`src/rtl/sdram_cmd_arbiter.sv`:
```
// N-port command arbiter feeding the EasySDRAM command input from show-ahead FIFOs.
// Tiered selection (urgent, starved, row-hit/write-grouped, row-miss) with round-robin ties.
module sdram_cmd_arbiter #(
    parameter int NPORTS        = 4,
    parameter int ADDR_W        = 25,
    parameter int DATA_W        = 16,
    parameter int ROW_LSB       = 10,
    parameter int USEDW_W       = 8,
    parameter int URGENT_THRESH = 200,
    parameter int STARVE_LIMIT  = 64,
    parameter int RD2WR_GAP     = 3
) (
    input  logic                       clk,
    input  logic                       rst,
    input  logic [NPORTS-1:0]          port_en,
    input  logic [NPORTS-1:0]          req_valid,
    input  logic [NPORTS-1:0]          req_write,
    input  logic [NPORTS*ADDR_W-1:0]   req_addr,
    input  logic [NPORTS*DATA_W-1:0]   req_data,
    input  logic [NPORTS*USEDW_W-1:0]  req_usedw,
    output logic [NPORTS-1:0]          req_ack,
    input  logic                       cmd_full,
    output logic                       cmd_valid,
    output logic                       cmd_write,
    output logic [ADDR_W-1:0]          cmd_addr,
    output logic [DATA_W-1:0]          cmd_data,
    output logic [$clog2(NPORTS)-1:0]  cmd_port
);

    localparam int PW     = $clog2(NPORTS);
    localparam int ROW_W  = ADDR_W - ROW_LSB;
    localparam int AGE_W  = $clog2(STARVE_LIMIT + 1);
    localparam int TA_W   = $clog2(RD2WR_GAP + 2);
    localparam int NTIERS = 6;

    localparam logic [USEDW_W-1:0] URG_T    = USEDW_W'(URGENT_THRESH);
    localparam logic [AGE_W-1:0]   STARVE_T = AGE_W'(STARVE_LIMIT);
    localparam logic [TA_W-1:0]    GAP_T    = TA_W'(RD2WR_GAP);

    logic              last_write;
    logic [ROW_W-1:0]  present_row;
    logic [PW-1:0]     rr_ptr;
    logic [TA_W-1:0]   ta_cnt;
    logic [AGE_W-1:0]  age [NPORTS];

    logic [ADDR_W-1:0] addr_a [NPORTS];
    logic [DATA_W-1:0] data_a [NPORTS];
    logic [NPORTS-1:0] elig;
    logic [NPORTS-1:0] urgent;
    logic [NPORTS-1:0] starved;
    logic [NPORTS-1:0] row_hit;
    logic [NPORTS-1:0] wr_grp;
    logic [NPORTS-1:0] wr_ok_v;
    logic [NPORTS-1:0] tier [NTIERS];
    logic [NPORTS-1:0] win_mask;
    logic              grant;
    logic [PW-1:0]     gnt_idx;
    logic [PW-1:0]     rr_next;

    // First set bit of m at or after ptr, wrapping modulo NPORTS.
    function automatic logic [PW-1:0] rr_pick(input logic [NPORTS-1:0] m,
                                              input logic [PW-1:0]     ptr);
        logic [PW-1:0] pick;
        logic [PW-1:0] idx;
        pick = '0;
        for (int k = NPORTS - 1; k >= 0; k--) begin
            idx = PW'((int'(ptr) + k) % NPORTS);
            if (m[idx]) pick = idx;
        end
        return pick;
    endfunction

    always_comb begin
        for (int i = 0; i < NPORTS; i++) begin
            addr_a[i]  = req_addr[i*ADDR_W +: ADDR_W];
            data_a[i]  = req_data[i*DATA_W +: DATA_W];
            urgent[i]  = req_usedw[i*USEDW_W +: USEDW_W] > URG_T;
            starved[i] = age[i] >= STARVE_T;
            row_hit[i] = req_addr[i*ADDR_W+ROW_LSB +: ROW_W] == present_row;
        end
    end

    assign elig    = port_en & req_valid;
    assign wr_grp  = row_hit & {NPORTS{last_write}};
    assign wr_ok_v = {NPORTS{ta_cnt == '0}};

    // Row-hit writes after a read fall into the row-miss write tier so they are never stranded.
    always_comb begin
        tier[0] = elig & urgent;
        tier[1] = elig & starved;
        tier[2] = elig & req_write & wr_grp & wr_ok_v;
        tier[3] = elig & ~req_write & row_hit;
        tier[4] = elig & req_write & ~wr_grp & wr_ok_v;
        tier[5] = elig & ~req_write & ~row_hit;
        win_mask = '0;
        for (int t = NTIERS - 1; t >= 0; t--) begin
            if (|tier[t]) win_mask = tier[t];
        end
    end

    assign grant   = rst & ~cmd_full & (|win_mask);
    assign gnt_idx = rr_pick(win_mask, rr_ptr);
    assign rr_next = (gnt_idx == PW'(NPORTS - 1)) ? '0 : gnt_idx + 1'b1;
    assign req_ack = grant ? (NPORTS'(1) << gnt_idx) : '0;

    always_ff @(posedge clk) begin
        if (!rst) begin
            cmd_valid   <= 1'b0;
            cmd_write   <= 1'b0;
            cmd_addr    <= '0;
            cmd_data    <= '0;
            cmd_port    <= '0;
            last_write  <= 1'b1;
            present_row <= '0;
            rr_ptr      <= '0;
            ta_cnt      <= '0;
            for (int i = 0; i < NPORTS; i++) age[i] <= '0;
        end else begin
            cmd_valid <= grant;
            if (grant) begin
                cmd_write   <= req_write[gnt_idx];
                cmd_addr    <= addr_a[gnt_idx];
                cmd_data    <= req_write[gnt_idx] ? data_a[gnt_idx] : '0;
                cmd_port    <= gnt_idx;
                present_row <= addr_a[gnt_idx][ADDR_W-1:ROW_LSB];
                last_write  <= req_write[gnt_idx];
                rr_ptr      <= rr_next;
            end
            if (grant && !req_write[gnt_idx]) begin
                ta_cnt <= GAP_T;
            end else if (ta_cnt != '0) begin
                ta_cnt <= ta_cnt - 1'b1;
            end
            for (int i = 0; i < NPORTS; i++) begin
                if (!elig[i] || (grant && gnt_idx == PW'(i))) begin
                    age[i] <= '0;
                end else if (age[i] != STARVE_T) begin
                    age[i] <= age[i] + 1'b1;
                end
            end
        end
    end

endmodule

```
`config.mk`:
```
export PLATFORM = sky130hd
export DESIGN_NAME = sdram_cmd_arbiter
export DESIGN_NICKNAME = d
export VERILOG_FILES = /design/src/rtl/sdram_cmd_arbiter.sv
export SDC_FILE = /design/constraint.sdc
export NUM_CORES = 1
export LEC_CHECK = 0
export CAP_MARGIN = 10
export CORE_ASPECT_RATIO = 1.4
export CORE_UTILIZATION = 33
export DETAILED_ROUTE_END_ITERATION = 8
export SYNTH_ARGS = -nofsm -noshare
export SYNTH_HDL_FRONTEND = slang
export SYNTH_SLANG_ARGS = --single-unit
```
`constraint.sdc`:
```
create_clock -name clk -period 5.4 [get_ports clk]
set_input_delay 1.08 -clock clk [delete_from_list [all_inputs] [get_ports clk]]
set_output_delay 1.08 -clock clk [all_outputs]
set_load 0.03 [all_outputs]
```
# [Yosys cells after proc, flatten, opt, wreduce, memory -nomap -nowiden]
# Memory sizes are Yosys's and may differ from the RTL's.
# Index checks and enable logic that the tools add are counted.
[classes] mux=68 n_eq_ne=11 order_cmp=14 bitwise=28 n_shift=1 n_reduce_logical=26 n_addsub=9
[ops] op="== test 15 bit" count=4
[ops] op="2-to-1 mux 7 bit" count=8
[ops] op="binary-select mux 25 bit (select 2 bit)" count=1
[ops] op="2-to-1 mux 25 bit" count=2
[ops] op="AND 4 bit" count=12
[ops] op="2-to-1 mux 16 bit" count=3
[ops] op="2-to-1 mux 1 bit" count=34
[ops] op="binary-select mux 16 bit (select 2 bit)" count=1
[ops] op="greater-than comparator 8 bit (second input constant)" count=4
[ops] op="adder 7 x 1 -> 7 bit (second input constant)" count=4
[ops] op="greater-or-equal comparator 7 bit (second input constant)" count=4
[ops] op="2-to-1 mux 4 bit" count=7
[ops] op="inequality test 7 bit (second input constant)" count=4
[ops] op="OR reduction 4 bit" count=7
[ops] op="less-than comparator 2 x 3 -> 1 bit (second input constant)" count=5
[ops] op="2-to-1 mux 2 bit" count=7
[ops] op="NOT 4 bit" count=3
[ops] op="binary-select mux 1 bit (select 2 bit)" count=5
[ops] op="OR 1 bit" count=8
[ops] op="logical AND 1 bit" count=5
[ops] op="zero test 1 bit" count=5
[ops] op="adder 2 x 1 -> 2 bit (second input constant)" count=2
[ops] op="adder 2 bit (second input constant)" count=2
[ops] op="== test 2 bit (second input constant)" count=2
[ops] op="13 further kinds" count=18
[totals] memories=1 word_cells=168 output_inout_bits=49 in_bits=211 ramBits=28 register_bits=66
[mem_list] memory="age" words=4 width=7 rd=4 rd_ports_with_merged_regs=0 write_ports=4 line="44" rtl="logic [AGE_W-1:0] age [NPORTS];"

# [Depth between registers and ports, before layout]
[depth] depth_word=25 ltp_mapped=18 mapped_depth_nobuf=16

# [Worst setup path before layout]
# No wires, ideal clock.
[synth_timing] kind="input to output" startpoint="input port req_addr[38]" endpoint="output port req_ack[3]" stages=14 slack_ns=0.302 t_required_ns=4.320 path_buffers=2 arrival_time_ns=4.018 cell_sequence="xnor2_1 -> nand4_1 -> nor4_4 -> a222oi_1 -> and3_1 -> o311ai_4 -> nor4_4 -> o31ai_2 -> nand2_2 -> inv_2 -> buf_2 -> buf_2 -> ha_1 -> and2_1"
[synth_via] elab_chain_len=19 word_cells_on_any_way=36 cone_classes="eq/ne: 1; shift: 1; mux: 19; bitwise: 10; reduce/logical: 5"
[synth_rtl] item="start, declared" line="18" rtl="input logic [NPORTS*ADDR_W-1:0] req_addr,"
[synth_rtl] item="== test 15 bit (*)" line="79" rtl="row_hit[i] = req_addr[i*ADDR_W+ROW_LSB +: ROW_W] == present_row;"
[synth_rtl] item="AND 4 bit" line="84" rtl="assign wr_grp = row_hit & {NPORTS{last_write}};"
[synth_rtl] item="NOT 4 bit" line="93" rtl="tier[4] = elig & req_write & ~wr_grp & wr_ok_v;"
[synth_rtl] item="AND 4 bit (2 in a row)" line="93"
[synth_rtl] item="OR reduction 4 bit" line="97" rtl="if (|tier[t]) win_mask = tier[t];"
[synth_rtl] item="2-to-1 mux 4 bit (2 in a row)" line="97"
[synth_rtl] item="2-to-1 mux 4 bit (*) (3 in a row)" line="97"
[synth_rtl] item="binary-select mux 1 bit (select 2 bit)" line="68" rtl="if (m[idx]) pick = idx;"
[synth_rtl] item="2-to-1 mux 1 bit (implied by the code)" line="68"
[synth_rtl] item="2-to-1 mux 2 bit (3 in a row)" line="68"
[synth_rtl] item="2-to-1 mux 2 bit (*)" line="68"
[synth_rtl] item="named net gnt_idx[1]" line="57" rtl="logic [PW-1:0] gnt_idx;"
[synth_rtl] item="left shift 1 x 2 -> 4 bit (*)" line="104" rtl="assign req_ack = grant ? (NPORTS'(1) << gnt_idx) : '0;"
[synth_rtl] item="2-to-1 mux 4 bit (*)" line="104"
[synth_rtl] item="end, declared" line="21" rtl="output logic [NPORTS-1:0] req_ack,"
# Mark *: on every way through the listed nets, which the timed path passes. The rest lies on a longest branch. The select of a mux whose other input is x is not followed.

# [Worst setup path after layout]
[layout_timing] startpoint="input port req_addr[21]" endpoint="output port req_ack[3]"
[layout_via] elab_chain_len=19 word_cells_on_any_way=36 cone_classes="eq/ne: 1; shift: 1; mux: 19; bitwise: 10; reduce/logical: 5"
[layout_rtl] item="== test 15 bit (*)" line="79"
[layout_rtl] item="AND 4 bit" line="84"
[layout_rtl] item="NOT 4 bit" line="93"
[layout_rtl] item="AND 4 bit (2 in a row)" line="93"
[layout_rtl] item="OR reduction 4 bit" line="97"
[layout_rtl] item="2-to-1 mux 4 bit (2 in a row)" line="97"
[layout_rtl] item="2-to-1 mux 4 bit (*) (3 in a row)" line="97"
[layout_rtl] item="binary-select mux 1 bit (select 2 bit)" line="68"
[layout_rtl] item="2-to-1 mux 1 bit (implied by the code)" line="68"
[layout_rtl] item="2-to-1 mux 2 bit (4 in a row)" line="68"
[layout_rtl] item="left shift 1 x 2 -> 4 bit" line="104"
[layout_rtl] item="2-to-1 mux 4 bit (*)" line="104"
# Mark *: on every way between the ends. The rest lies on a longest branch, timed or not. The select of a mux whose other input is x is not followed.

==> metrics.md <==
| Metric | Value |
|---|---|
| Synth async-reset ratio | 0% |
| Min-Delay Path Class | reg -> reg |
| Pin count of the biggest net entering global routing | 58 |
| Design Area, Final | 0.00975 mm² |
| Gr usage total | 22.8% |
| Met3 track demand over resource | 3.73% |
| Final core occ | 52.6% |
| CP Capture Type | primary output |
| DRT iter0 DRCs | 372 |
| DR WL/cell | 18.4 µm |
| Final Total Pwr | 2.86 mW |
| Syn_area_per_cell | 8.66 µm² |
| Die area | 0.0195 mm² |
| Final setup fails | 0 |
| FF+latch count, synth | 79 |
| Cells after DPL | 1217 |
| DR pass1 iterations | 5 |
| Reg clk slew, reported paths | 60 ps |
| Die height | 165 µm |
| Worst Skew | 11.7 ps |
| Routability cong. | 0.897 |
| Antenna-violating nets left | 0 |
| Core Region | 0.0185 mm² |
| PwrDens | 294 mW/mm² |
| GRT Residual Overflow | 0 |
| Max Cap Viol | 0 |
| Max Freq | 187 MHz |
| DRC | 0 |
| Synthesis Warnings | 0 |
| CP required | 4320 ps |
| Max-Slew Margin vs Limit | 58.2% |
| Final Hold Fails | 0 |
| Seq/Total Area, Yosys | 29.8% |
| Mapped Area | 0.00625 mm² |
| Post-synth EDFFs | 28 |
| Max VDD drop | 0.181 mV |
| Root buffer cell | clkbuf_16 |
| Area added between synthesis and finish | 56.1% |
| TritonCTS Sinks | 79 |
| Gr busiest metal | met2 |
| Kind of critical path | in -> out |
| Worst-case clock buffer depth | 2 |
| Post-Syn Nets | 946 |
| Vias per inst | 5.37 |
| HPWL Detailed | 17000 µm |
| First-pass GRT wire length | 34700 µm |
| Final WS setup | 63.3 ps |
| TritonCTS clock tree | built |
| Final cycle utilization of the critical path | 98.8% |
| Nets | 1217 |
| Share of post-route cells with drive strength above 1 | 14.0% |
| H-tree depth | 3 |
| Die width | 118 µm |
| Placement-stage worst setup slack | -84.0 ps |
| Pins Over Slew Limit | 0 |
| Leakage | 3.63 nW |
| Ys flop type | dfxtp_1 |
| Worst Max-Slew Pin Slew | 627 ps |
| Worst Setup Start Kind | input port |
| I/O Buffers | 259 |
| Final critical delay including setup and external delays | 5340 ps |
| Routed WL | 22800 µm |
| Non-filler cells, final | 1241 |
| Post-DP Area | 0.00925 mm² |
| Worst Path Max Fanout | 4 |
| Met2 Usage GRT | 41.3% |
| FF/Latch Area | 0.00186 mm² |
| Row cnt | 59 |
| Vias in the first global route | 6452 |
| Starting density of the core | 33.7% |
| Met1 GRT Util | 26.8% |
| Distinct cells, synth | 62 |
| Via Count | 6669 |
| Post-Syn Instances | 721 |
| Initial antenna violation count | 0 |
| Antenna cell count | 0 |
| Arrival time of the worst setup path | 4260 ps |
| CTS buffer count | 9 |
| Status | completed |
| Area occupied by multi-input gates | 0.00419 mm² |
| Fillers | 1739 |
| Skew-Pair Late Insertion Delay | 350 ps |
| # IOs | 260 |
critical path: stages:
cell and delay [ps]:
clkdlybuf4s50_1 500, xnor2_1 140, nand4_1 200, nor4_4 350, buf_4 190, a222oi_1 90
buf_4 210, and3_4 160, o311ai_4 380, nor4_4 80, o31ai_4 210, nand2_2 120
inv_2 90, ha_2 190, and2_1 140, buf_6 130
stage by stage:
step,setup TNS [ps],hold slack (ps)
after global routing,-261,473
after global placement,-199,430
after CTS,0,451
after detailed placement,-165,435
after floorplan,0,559
final,0,450
path summary, 6_finish.rpt:
kind,start,endpoint,slack (ps),cells past startpoint
setup / recovery,req_addr[21],req_ack[3],60,16
hold / removal,cmd_write,cmd_write,450,2
setup reg to reg,cmd_addr[12],cmd_addr[14],1180,16
hold reg to reg,cmd_write,cmd_write,450,2
sequential cells by signal (all words and copies together), names as in the netlist:
name	flops
cmd_valid	1
rr_ptr	2
last_write	1
age	28
cmd_data	16
cmd_write	1
cmd_addr	25
ta_cnt	3
cmd_port	2
layer usage:
| metal | vias to the layer above | wire [µm] |
|---|---|---|
| li1 | 3236 | - |
| met1 | 3144 | 9170 |
| met2 | 247 | 11700 |
| met3 | 42 | 1290 |
| met4 | 0 | 684 |
| met5 | - | 0 |
report_power, final:
part	internal [mW]	switching, mW
sequential	0.698	0.106
clock	0.365	0.288
combinational	0.653	0.756
total	1.72	1.15
cell type report:
type / instances / share of cell area [%]
inverters: 19 / 0.731
clock inverters: 7 / 0.795
repair buffers: 313 / 31.0
flip-flops and latches: 79 / 19.1
clock buffers: 9 / 2.31
multi-input cells: 570 / 42.9
well taps: 244 / 3.13
synth_stat cells (all sizes together), types with 2 or more instances:
| cell | n | area share [%] |
|---|---|---|
| a211o | 3 | 0.42 |
| a211oi | 33 | 4.0 |
| a21boi | 36 | 4.3 |
| a21o | 2 | 0.24 |
| a21oi | 43 | 3.7 |
| a221o | 25 | 4.0 |
| a22o | 3 | 0.42 |
| a22oi | 2 | 0.46 |
| and2 | 9 | 0.94 |
| and3 | 17 | 1.7 |
| buf | 33 | 2.9 |
| clkbuf | 20 | 1.2 |
| dfxtp | 51 | 16 |
| edfxtp | 28 | 13 |
| ha | 14 | 2.8 |
| inv | 18 | 1.1 |
| mux2 | 25 | 4.5 |
| nand2 | 43 | 2.6 |
| nand2b | 6 | 0.60 |
| nand3 | 56 | 4.6 |
| nand4 | 17 | 1.7 |
| nor2 | 47 | 2.8 |
| nor2b | 3 | 0.30 |
| nor3 | 9 | 0.72 |
| nor4 | 10 | 2.2 |
| o211ai | 4 | 0.48 |
| o21a | 2 | 0.24 |
| o21ai | 33 | 2.6 |
| o311ai | 4 | 0.84 |
| o31a | 5 | 0.70 |
| o31ai | 23 | 2.9 |
| o41ai | 3 | 0.84 |
| or2 | 2 | 0.20 |
| xnor2 | 73 | 10 |
| xor2 | 8 | 1.1 |
logic make-up after synthesis:
kind of cell	share of synthesized area, %
fa+ha+maj	2.80
buf+inv	5.27
xor+xnor	11.4
mux	4.67
flops	29.8
compound gates	27.5
simple gates	18.6
layout by cell type (no fill, tap or decap), types with 5 or more instances in the layout:
| cell type | netlist | final |
|---|---|---|
| nand4_1 | 17 | 17 |
| dfxtp_1 | 51 | 51 |
| edfxtp_1 | 28 | 28 |
| nand2_1 | 42 | 40 |
| mux2_1 | 5 | 5 |
| a211oi_1 | 33 | 32 |
| ha_1 | 14 | 12 |
| o31ai_1 | 21 | 21 |
| nor2_1 | 47 | 47 |
| a21oi_1 | 39 | 37 |
| xnor2_2 | 0 | 6 |
| a21oi_2 | 4 | 6 |
| nor4_4 | 5 | 6 |
| clkdlybuf4s50_1 | 0 | 247 |
| o21ai_0 | 32 | 30 |
| mux2_2 | 20 | 20 |
| nand2b_1 | 6 | 6 |
| buf_4 | 2 | 55 |
| dlymetal6s2s_1 | 0 | 8 |
| nand3_1 | 55 | 55 |
| xnor2_1 | 73 | 67 |
| and3_1 | 17 | 14 |
| a21boi_0 | 33 | 32 |
| and2_1 | 8 | 7 |
| clkbuf_16 | 0 | 9 |
| xor2_1 | 8 | 8 |
| nor3_1 | 9 | 8 |
| a221o_1 | 25 | 25 |
| inv_1 | 16 | 16 |
| o31a_1 | 5 | 5 |
repair_timing:
action	4_1_cts	5_1_grt
setup endpoints to repair	2	4
pin swaps	2	23
resized for setup	2	33
hold buffers	0	0
setup buffers	0	9
cloned	0	0
Power figures use the tool's default switching activity.
